## src/rtl/hazard_scoreboard_if.sv

```systemverilog
`default_nettype none
// +--------------------------------------------------------------------------+
// | Module      : hazard_scoreboard_if                                       |
// | Description : D-stage decode view and hazard results exchanged between   |
// |               the decoder (master) and the hazard scoreboard (slave).    |
// | Revision    : 1.0  initial release                                       |
// +--------------------------------------------------------------------------+
interface hazard_scoreboard_if #(
   parameter int NUM_STG = 3,
   parameter int ADDR_W  = 5,
   parameter int TNEW_W  = 2
) ();
   localparam int SEL_W = $clog2(NUM_STG + 1);

   // D-stage decode information
   logic              d_valid;
   logic [ADDR_W-1:0] d_rs;
   logic [ADDR_W-1:0] d_rt;
   logic [TNEW_W-1:0] d_tuse_rs;
   logic [TNEW_W-1:0] d_tuse_rt;
   logic              d_use_rs;
   logic              d_use_rt;
   logic              d_wr_en;
   logic [ADDR_W-1:0] d_wr_addr;
   logic [TNEW_W-1:0] d_tnew;
   logic              d_md_start;
   logic              d_md_div;
   logic              d_md_acc;

   // Hazard results back to the pipeline control
   logic              stall;
   logic [SEL_W-1:0]  fwd_rs_sel;
   logic [SEL_W-1:0]  fwd_rt_sel;
   logic              md_busy;
   logic [31:0]       stall_cnt;

   modport master (
      output d_valid, d_rs, d_rt, d_tuse_rs, d_tuse_rt, d_use_rs, d_use_rt,
             d_wr_en, d_wr_addr, d_tnew, d_md_start, d_md_div, d_md_acc,
      input  stall, fwd_rs_sel, fwd_rt_sel, md_busy, stall_cnt
   );

   modport slave (
      input  d_valid, d_rs, d_rt, d_tuse_rs, d_tuse_rt, d_use_rs, d_use_rt,
             d_wr_en, d_wr_addr, d_tnew, d_md_start, d_md_div, d_md_acc,
      output stall, fwd_rs_sel, fwd_rt_sel, md_busy, stall_cnt
   );
endinterface
`default_nettype wire

```

## src/rtl/hazard_scoreboard.sv

```systemverilog
`default_nettype none
// +--------------------------------------------------------------------------+
// | Module      : hazard_scoreboard                                          |
// | Description : Tuse/Tnew hazard unit. Tracks in-flight GPR writers past D |
// |               in a shadow pipeline plus a mult/div busy countdown and    |
// |               produces the D-stage stall and forward selects.            |
// |               Optional: HAZ_STATS_EN enables the 32-bit stall counter;   |
// |               without it stall_cnt is tied to zero.                      |
// | Revision    : 1.0  initial release                                       |
// +--------------------------------------------------------------------------+
module hazard_scoreboard #(
   parameter int NUM_STG  = 3,
   parameter int ADDR_W   = 5,
   parameter int TNEW_W   = 2,
   parameter int MULT_LAT = 5,
   parameter int DIV_LAT  = 10
) (
   input  logic               clk,
   input  logic               reset,
   hazard_scoreboard_if.slave hz
);
   localparam int SEL_W  = $clog2(NUM_STG + 1);
   localparam int MD_MAX = ((DIV_LAT > MULT_LAT) ? DIV_LAT : MULT_LAT) + 1;
   localparam int MD_W   = $clog2(MD_MAX + 1);
   localparam logic [MD_W-1:0] C_MD_LOAD_MULT = MD_W'(MULT_LAT + 1);
   localparam logic [MD_W-1:0] C_MD_LOAD_DIV  = MD_W'(DIV_LAT + 1);

   typedef struct packed {
      logic              hit;
      logic [SEL_W-1:0]  stg;
      logic [TNEW_W-1:0] tnew;
   } match_t;

   // Shadow pipeline: index k is the stage k cycles past D (1 = E)
   logic [NUM_STG:1]  vld_q;
   logic [NUM_STG:1]  vld_d;
   logic [ADDR_W-1:0] addr_q [1:NUM_STG];
   logic [ADDR_W-1:0] addr_d [1:NUM_STG];
   logic [TNEW_W-1:0] tnew_q [1:NUM_STG];
   logic [TNEW_W-1:0] tnew_d [1:NUM_STG];

   logic [MD_W-1:0]   md_cnt_q;
   logic [MD_W-1:0]   md_cnt_d;

   logic              md_busy;
   logic              stall;
   logic [SEL_W-1:0]  fwd_rs_sel;
   logic [SEL_W-1:0]  fwd_rt_sel;
   match_t            rs_m;
   match_t            rt_m;

   // Youngest valid record writing reg_a; $0 and unused operands never match
   function automatic match_t find_match(input logic use_en, input logic [ADDR_W-1:0] reg_a);
      match_t m;
      m = '0;
      if (use_en && (reg_a != '0)) begin
         // Walk oldest to youngest so the youngest hit overwrites older ones
         for (int k = NUM_STG; k >= 1; k--) begin
            if (vld_q[k] && (addr_q[k] == reg_a)) begin
               m.hit  = 1'b1;
               m.stg  = SEL_W'(k);
               m.tnew = tnew_q[k];
            end
         end
      end
      return m;
   endfunction

   assign md_busy = (md_cnt_q != '0);

   // Operand matching, stall decision and forward-source selection
   always_comb begin
      rs_m       = find_match(hz.d_use_rs, hz.d_rs);
      rt_m       = find_match(hz.d_use_rt, hz.d_rt);
      stall      = 1'b0;
      fwd_rs_sel = '0;
      fwd_rt_sel = '0;
      if (hz.d_valid) begin
         if (rs_m.hit && (rs_m.tnew > hz.d_tuse_rs)) begin
            stall = 1'b1;
         end
         if (rt_m.hit && (rt_m.tnew > hz.d_tuse_rt)) begin
            stall = 1'b1;
         end
         // Any HI/LO user, including a new mult/div, waits for the unit
         if ((hz.d_md_acc || hz.d_md_start) && md_busy) begin
            stall = 1'b1;
         end
         // Ready results come from their stage; not-yet-ready ones are
         // picked up downstream, so the D-stage select stays on the RF
         if (rs_m.hit && (rs_m.tnew == '0)) begin
            fwd_rs_sel = rs_m.stg;
         end
         if (rt_m.hit && (rt_m.tnew == '0)) begin
            fwd_rt_sel = rt_m.stg;
         end
      end
   end

   // Next shadow pipeline: new writer enters stage 1, older ones age by one
   always_comb begin
      vld_d     = '0;
      vld_d[1]  = hz.d_valid & hz.d_wr_en & (hz.d_wr_addr != '0) & ~stall;
      addr_d[1] = hz.d_wr_addr;
      tnew_d[1] = hz.d_tnew;
      for (int k = 2; k <= NUM_STG; k++) begin
         vld_d[k]  = vld_q[k-1];
         addr_d[k] = addr_q[k-1];
         tnew_d[k] = (tnew_q[k-1] == '0) ? '0 : (tnew_q[k-1] - TNEW_W'(1));
      end
   end

   // Shadow pipeline registers
   always_ff @(posedge clk or posedge reset) begin
      if (reset) begin
         vld_q <= '0;
         for (int k = 1; k <= NUM_STG; k++) begin
            addr_q[k] <= '0;
            tnew_q[k] <= '0;
         end
      end else begin
         vld_q <= vld_d;
         for (int k = 1; k <= NUM_STG; k++) begin
            addr_q[k] <= addr_d[k];
            tnew_q[k] <= tnew_d[k];
         end
      end
   end

   // Mult/div countdown: load latency+1 on an accepted issue, then drain
   always_comb begin
      md_cnt_d = md_cnt_q;
      if (hz.d_valid && hz.d_md_start && !stall) begin
         md_cnt_d = hz.d_md_div ? C_MD_LOAD_DIV : C_MD_LOAD_MULT;
      end else if (md_busy) begin
         md_cnt_d = md_cnt_q - MD_W'(1);
      end
   end

   // Mult/div countdown register
   always_ff @(posedge clk or posedge reset) begin
      if (reset) begin
         md_cnt_q <= '0;
      end else begin
         md_cnt_q <= md_cnt_d;
      end
   end

`ifdef HAZ_STATS_EN
   logic [31:0] stall_cnt_q;
   logic [31:0] stall_cnt_d;

   // Stall-cycle counter, wraps naturally at 2^32
   always_comb begin
      stall_cnt_d = stall_cnt_q;
      if (stall) begin
         stall_cnt_d = stall_cnt_q + 32'd1;
      end
   end

   // Stall-cycle counter register
   always_ff @(posedge clk or posedge reset) begin
      if (reset) begin
         stall_cnt_q <= '0;
      end else begin
         stall_cnt_q <= stall_cnt_d;
      end
   end

   assign hz.stall_cnt = stall_cnt_q;
`else
   assign hz.stall_cnt = 32'h0;
`endif

   assign hz.stall      = stall;
   assign hz.fwd_rs_sel = fwd_rs_sel;
   assign hz.fwd_rt_sel = fwd_rt_sel;
   assign hz.md_busy    = md_busy;

endmodule
`default_nettype wire
```

## src/flat_wrapper.sv

```systemverilog
// flat-port wrapper written by rule: the top's interface ports become plain ports
module hazard_scoreboard_flat 
#(
   parameter int NUM_STG  = 3,
   parameter int ADDR_W   = 5,
   parameter int TNEW_W   = 2,
   parameter int MULT_LAT = 5,
   parameter int DIV_LAT  = 10
)
  (clk, reset, hz_d_valid, hz_d_rs, hz_d_rt, hz_d_tuse_rs, hz_d_tuse_rt, hz_d_use_rs, hz_d_use_rt, hz_d_wr_en, hz_d_wr_addr, hz_d_tnew, hz_d_md_start, hz_d_md_div, hz_d_md_acc, hz_stall, hz_fwd_rs_sel, hz_fwd_rt_sel, hz_md_busy, hz_stall_cnt);
  hazard_scoreboard_if #(.NUM_STG(NUM_STG), .ADDR_W(ADDR_W), .TNEW_W(TNEW_W)) hz_i ();
  input  logic clk;
  input  logic reset;
  input wire logic [$bits(hz_i.d_valid)-1:0] hz_d_valid;
  input wire logic [$bits(hz_i.d_rs)-1:0] hz_d_rs;
  input wire logic [$bits(hz_i.d_rt)-1:0] hz_d_rt;
  input wire logic [$bits(hz_i.d_tuse_rs)-1:0] hz_d_tuse_rs;
  input wire logic [$bits(hz_i.d_tuse_rt)-1:0] hz_d_tuse_rt;
  input wire logic [$bits(hz_i.d_use_rs)-1:0] hz_d_use_rs;
  input wire logic [$bits(hz_i.d_use_rt)-1:0] hz_d_use_rt;
  input wire logic [$bits(hz_i.d_wr_en)-1:0] hz_d_wr_en;
  input wire logic [$bits(hz_i.d_wr_addr)-1:0] hz_d_wr_addr;
  input wire logic [$bits(hz_i.d_tnew)-1:0] hz_d_tnew;
  input wire logic [$bits(hz_i.d_md_start)-1:0] hz_d_md_start;
  input wire logic [$bits(hz_i.d_md_div)-1:0] hz_d_md_div;
  input wire logic [$bits(hz_i.d_md_acc)-1:0] hz_d_md_acc;
  output wire logic [$bits(hz_i.stall)-1:0] hz_stall;
  output wire logic [$bits(hz_i.fwd_rs_sel)-1:0] hz_fwd_rs_sel;
  output wire logic [$bits(hz_i.fwd_rt_sel)-1:0] hz_fwd_rt_sel;
  output wire logic [$bits(hz_i.md_busy)-1:0] hz_md_busy;
  output wire logic [$bits(hz_i.stall_cnt)-1:0] hz_stall_cnt;
  assign hz_i.d_valid = hz_d_valid;
  assign hz_i.d_rs = hz_d_rs;
  assign hz_i.d_rt = hz_d_rt;
  assign hz_i.d_tuse_rs = hz_d_tuse_rs;
  assign hz_i.d_tuse_rt = hz_d_tuse_rt;
  assign hz_i.d_use_rs = hz_d_use_rs;
  assign hz_i.d_use_rt = hz_d_use_rt;
  assign hz_i.d_wr_en = hz_d_wr_en;
  assign hz_i.d_wr_addr = hz_d_wr_addr;
  assign hz_i.d_tnew = hz_d_tnew;
  assign hz_i.d_md_start = hz_d_md_start;
  assign hz_i.d_md_div = hz_d_md_div;
  assign hz_i.d_md_acc = hz_d_md_acc;
  assign hz_stall = hz_i.stall;
  assign hz_fwd_rs_sel = hz_i.fwd_rs_sel;
  assign hz_fwd_rt_sel = hz_i.fwd_rt_sel;
  assign hz_md_busy = hz_i.md_busy;
  assign hz_stall_cnt = hz_i.stall_cnt;
  hazard_scoreboard #(.NUM_STG(NUM_STG), .ADDR_W(ADDR_W), .TNEW_W(TNEW_W), .MULT_LAT(MULT_LAT), .DIV_LAT(DIV_LAT)) u_core (.clk(clk), .reset(reset), .hz(hz_i));
endmodule
```

## config.mk

```make
export PLATFORM = sky130hd
export DESIGN_NAME = hazard_scoreboard_flat
export DESIGN_NICKNAME = d
export VERILOG_FILES = /design/src/rtl/hazard_scoreboard_if.sv /design/src/rtl/hazard_scoreboard.sv /design/src/flat_wrapper.sv
export SDC_FILE = /design/constraint.sdc
export NUM_CORES = 1
export LEC_CHECK = 0
export ABC_AREA = 0
export CORE_MARGIN = 2
export CORE_UTILIZATION = 45
export DETAILED_ROUTE_END_ITERATION = 16
export PLACE_DENSITY = 0.8
export SYNTH_ARGS = -nofsm -noshare
export SYNTH_HDL_FRONTEND = slang
export SYNTH_SLANG_ARGS = --single-unit
```

## constraint.sdc

```tcl
create_clock -name clk -period 3.4 [get_ports clk]
set_clock_uncertainty 0.15 [all_clocks]
set_input_delay 0.51 -clock clk [delete_from_list [all_inputs] [get_ports clk]]
set_output_delay 0.51 -clock clk [all_outputs]
set_load 0.1 [all_outputs]
```

# Yosys cells after proc, flatten, opt, wreduce, memory -nomap -nowiden
# Index checks and enable logic that the tools add are counted.
# word_totals
out_inout_bits	38
memories	0
elab_cells	70
in_bits	30
rom_bits	0
latchBits	0
ff_bits	28
ram_bits	0
# classes
muxes	21
n_bitwise	4
shift	0
eq_ne	6
mul	0
div	0
n_reduce_logical	26
order_cmp	2
addsub	3
# ops
operator	n
$mux W5	8
$eq A5 B5 Y1	6
$logic_and A1 B1 Y1	15
$reduce_bool A5 Y1	3
$mux W2	6
$mux W4	3
$logic_not A2 Y1	4
$gt A2 B2 Y1	2
$mux W1	4
$reduce_bool A4 Y1	1
$sub A2 B1 Y2 const B	2
$sub A4 B1 Y4 const B	1
$and A1 B1 Y1	3
$reduce_bool A2 Y1	1
$logic_not A1 Y1	1
$logic_or A1 B1 Y1	1
$not A1 Y1	1

# Longest topological paths before layout
# depth
word_depth	15
depth_mapped	12

# Least setup slack after synthesis
# OpenSTA, ideal clock, no wires.
# synth_path
path_kind	input to output
start	input hz_d_rt[0]
end	output hz_fwd_rt_sel[0]
setup_slack_ns	-1.002
t_arrival_ns	3.742
cell_stages	6
cell_sequence	xnor2_1 nand4_1 or2_1 a311oi_1 o22ai_1 a211oi_1
# synth_via
elab_chain_cells	10
# synth_lines
item	line_no	rtl
start: declaration	flat_wrapper.sv:16	input wire logic [$bits(hz_i.d_rt)-1:0] hz_d_rt;
$eq A5 B5 Y1	hazard_scoreboard.sv:59	if (vld_q[k] && (addr_q[k] == reg_a)) begin
$logic_and A1 B1 Y1	hazard_scoreboard.sv:59	
$mux W5 (3 in series)	hazard_scoreboard.sv:59	
$mux W5 (*)	hazard_scoreboard.sv:56	if (use_en && (reg_a != '0)) begin
$logic_not A2 Y1	hazard_scoreboard.sv:94	if (rt_m.hit && (rt_m.tnew == '0)) begin
$logic_and A1 B1 Y1	hazard_scoreboard.sv:94	
$mux W2 (*)	hazard_scoreboard.sv:94	
$mux W2 (*)	hazard_scoreboard.sv:78	if (hz.d_valid) begin
end: declaration	flat_wrapper.sv:29	output wire logic [$bits(hz_i.fwd_rt_sel)-1:0] hz_fwd_rt_sel;
# Every way passes the cells marked *; elsewhere a longest branch is shown, timed or not.

# Worst setup path after layout
# layout_path
start	register u_core.addr_q, in the netlist u_core.addr_d[6]
end	output hz_stall
# layout_via
elab_chain_cells	10
# layout_lines
item	line_no	rtl
start: declaration	hazard_scoreboard.sv:37	logic [ADDR_W-1:0] addr_q [1:NUM_STG];
start signal: indexed assignment	hazard_scoreboard.sv:124	addr_q[k] <= addr_d[k];
$eq A5 B5 Y1	hazard_scoreboard.sv:59	
$logic_and A1 B1 Y1	hazard_scoreboard.sv:59	
$mux W5	hazard_scoreboard.sv:59	
$mux W5	hazard_scoreboard.sv:56	
$gt A2 B2 Y1	hazard_scoreboard.sv:79	if (rs_m.hit && (rs_m.tnew > hz.d_tuse_rs)) begin
$logic_and A1 B1 Y1	hazard_scoreboard.sv:79	
$mux W1	hazard_scoreboard.sv:79	
$mux W1 (*)	hazard_scoreboard.sv:82	if (rt_m.hit && (rt_m.tnew > hz.d_tuse_rt)) begin
$mux W1 (*)	hazard_scoreboard.sv:86	if ((hz.d_md_acc || hz.d_md_start) && md_busy) begin
$mux W1 (*)	hazard_scoreboard.sv:78	
end: declaration	flat_wrapper.sv:27	output wire logic [$bits(hz_i.stall)-1:0] hz_stall;
# Marked as above.

==> impl_metrics.yaml <==
run_status:
  status: "finished, violations left"
  violations: "setup timing"
cts:
  cts_tree: "done"
  cts_hold_buf: 0
  clockRootBuffer: "clkbuf_8"
  cts_max_level: 1
  cts_made_buffers: 3
  path_clk_slew_ps: 100
  cts.sinks: 28
  clk_latency_ps: 280
  cts_buffer_depth: 2
global_routing:
  grt_pass1_wl_mm: 8.07
  antenna_found_initial: 0
  overflow: 0
  track_usage: 0.213
  grt_max_degree: 29
  grt_pass1_vias: 1665
die:
  dieWidth_um: 69.2
  rows: 23
  fp.dieH_um: 69.2
  start_util: 0.472
  core_area_um2: 4060
  die_area_um2: 4790
  boundaryPins: 68
timing:
  rsz0062_at_grt: "yes"
  fin_tns_setup_ps: -209
  hold_violations: 0
  fmax_mhz: 277
  finalWorstSetupSlack_ps: -209
  fin_crit_sh: 1.06
  finalSetupViolations: 1
  period_needed_ps: 3610
  drv_slew: 0
min_path:
  worstHoldPathCells: 0
  hp-class: "reg -> reg"
  worstHoldEndpoint: "u_core.vld_q[3]"
  hold_start: "u_core.vld_q[2]"
logic_synthesis:
  yosys_warnings: 0
  synth_cells: 188
  syn_area_per_cell_um2: 10.2
  synth_seq_area_share: 0.366
  synth_edf_count: 0
  yosysUniqueCellTypes: 39
  synth_flop_cell: "dfrtp_1"
  syn-cell-area_um2: 1910
  async_flop_share: 1.00
  ys_seq_elements: 28
run:
  drv_cap: 0
drt:
  vias: 1631
  drc_errors: 0
  avgViaCountPerCell: 5.16
  ant_nets: 0
  routed_wl_mm: 5.20
  drtIter0Drc: 57
  post_drt_wl_per_cell_um: 16.5
  dr.pass1.iters: 4
setup_path:
  worstSetupPathType: "reg -> out"
  r2r-end: "u_core.md_cnt_q[0]"
  crit_path_end_kind: "output port"
  crit_top_cell: "a21oi_2"
  reg2reg_from: "u_core.addr_d[6]"
  path_delay_family: "simple AND/OR/NAND/NOR gates"
  startpoint: "u_core.addr_d[6]"
  r2r_slack_ps: 270
  crit_slowest_cell: "dfrtp_1"
  crit_required_ps: 2740
  reg2regPathDepth: 12
  slowest_delay_ps: 440
  cp_max_fo: 3
  crit_arrival_ps: 2950
  crit_buf_inv: 2
  start_kind: "register"
  crit_chain: "xor2_1, nor4_4, and3_4, buf_6, a311oi_4, nor2_1, ha_1, a21oi_2, a21oi_2, o311ai_4, nand2_2, o21a_4, buf_12"
cells_and_area:
  layout.cells.most_common: "buf_4"
  area_growth_pct: 47.7
  layout-drive-gt1-share: 0.410
  antenna_cells: 0
  final_cell_mix: "buf_4, conb_1, dfrtp_1"
  fin_util: 0.697
  fin_nets: 303
  final.fill_count: 284
place:
  gp_congestion: 0.901
  dp_hpwl_mm: 3.44
  post-place-ws_ps: -672
  numPortBuffers: 35
pwr:
  power_density_nw_per_um2: 421
  leakage_uw: 0.00122
  vdd_drop_max_uv: 428
## what timing repair did
item	in CTS	in global routing
endpoints found under the setup margin	7	1
pin swaps	27	23
resized for setup	58	20
setup buffers	13	4
cloned	0	0
## layout make-up
class | count | area, µm² | share of cell area
Tap cell | 50 | 62.6 | 0.0221
Clock buffer | 3 | 41.3 | 0.0146
Clock inverter | 1 | 30.0 | 0.0106
Multi-Input combinational cell | 149 | 1270 | 0.450
Timing Repair Buffer | 75 | 681 | 0.241
Inverter | 10 | 37.5 | 0.0133
Sequential cell | 28 | 703 | 0.249
## cell families after synthesis
family	after synthesis	share of synthesized area
xor gates and xnor gates	32	0.146
AOI/OAI and AO/OA	27	0.135
other	1	0.00196
DFF	28	0.366
and+or+nand+nor	50	0.155
buffers and inverters	42	0.145
muxes	2	0.0118
adders and majority gates	6	0.0392
## worst max-delay path by stage
stage,end,slack [ps],cells past startpoint
6_report,hz_stall,-210,13
4_1_cts,hz_stall,-120,12
3_5_place_dp,hz_stall,-670,12
3_3_place_gp,hz_stall,-570,12
5_1_grt,hz_stall,-330,13
2_1_floorplan,hz_fwd_rt_sel[0],-60,6
## cells in the mapped netlist, drive strengths merged (3+ instances only)
cell type  number  area, µm²
a21oi           4       20.0
a311oi          4       53.8
and3            4       35.0
buf            32        240
dfrtp          28        701
ha              6       75.1
inv            10       37.5
nand2           8       30.0
nand3           3       15.0
nor2            8       30.0
nor3            9       45.0
nor4            4       31.3
o21a            3       30.0
o21ai           6       30.0
or2             4       25.0
or4             3       26.3
xnor2          16        140
xor2           16        140
## state kept, by name, indices dropped and copies added, names as in the netlist
| signal | count |
|---|---|
| u_core.vld_q | 3 |
| u_core.addr_q | 5 |
| u_core.addr_d | 10 |
| u_core.md_cnt_q | 4 |
| u_core.tnew_q | 6 |
## per-layer routing
metal	wire length, µm	up-vias	GRT usage
met3	332	20	0.0276
met4	244	0	0.0784
li1	-	746	-
met5	0	-	0
met2	2700	89	0.395
met1	1920	776	0.249
## worst reg2reg max path: cells and delay by family, from the launching register on
family / cells / cell delay, ps
AND/OR/NAND/NOR: 4 / 990
flip-flops: 1 / 440
AO/OA/AOI/OAI: 3 / 380
multiplexers: 1 / 330
buffers and inverters: 2 / 290
adder cells (fa/ha/maj): 1 / 280
XOR/XNOR: 1 / 170
## stage by stage
step / area, µm² / hold slack (ps) / std cells / total power (µW)
3_5_place_dp: 2450 / 251 / 295 / 893
3_3_place_gp: 2450 / 253 / 295 / 878
6_report: 2830 / 274 / 316 / 1190
2_1_floorplan: 2060 / 223 / 219 / 797
4_1_cts: 2700 / 276 / 312 / 1170
5_1_grt: 2830 / 292 / 316 / 1250
## where the power goes
| group | internal, µW | switching, µW | total (µW) | leakage (µW) |
|---|---|---|---|---|
| Combinational | 164 | 342 | 506 | 0.000851 |
| Clock | 158 | 108 | 266 | 0.0000357 |
| Sequential | 375 | 42.8 | 418 | 0.000338 |
| Total | 697 | 493 | 1190 | 0.00122 |
Note: power is estimated with default switching activity, not from simulation.
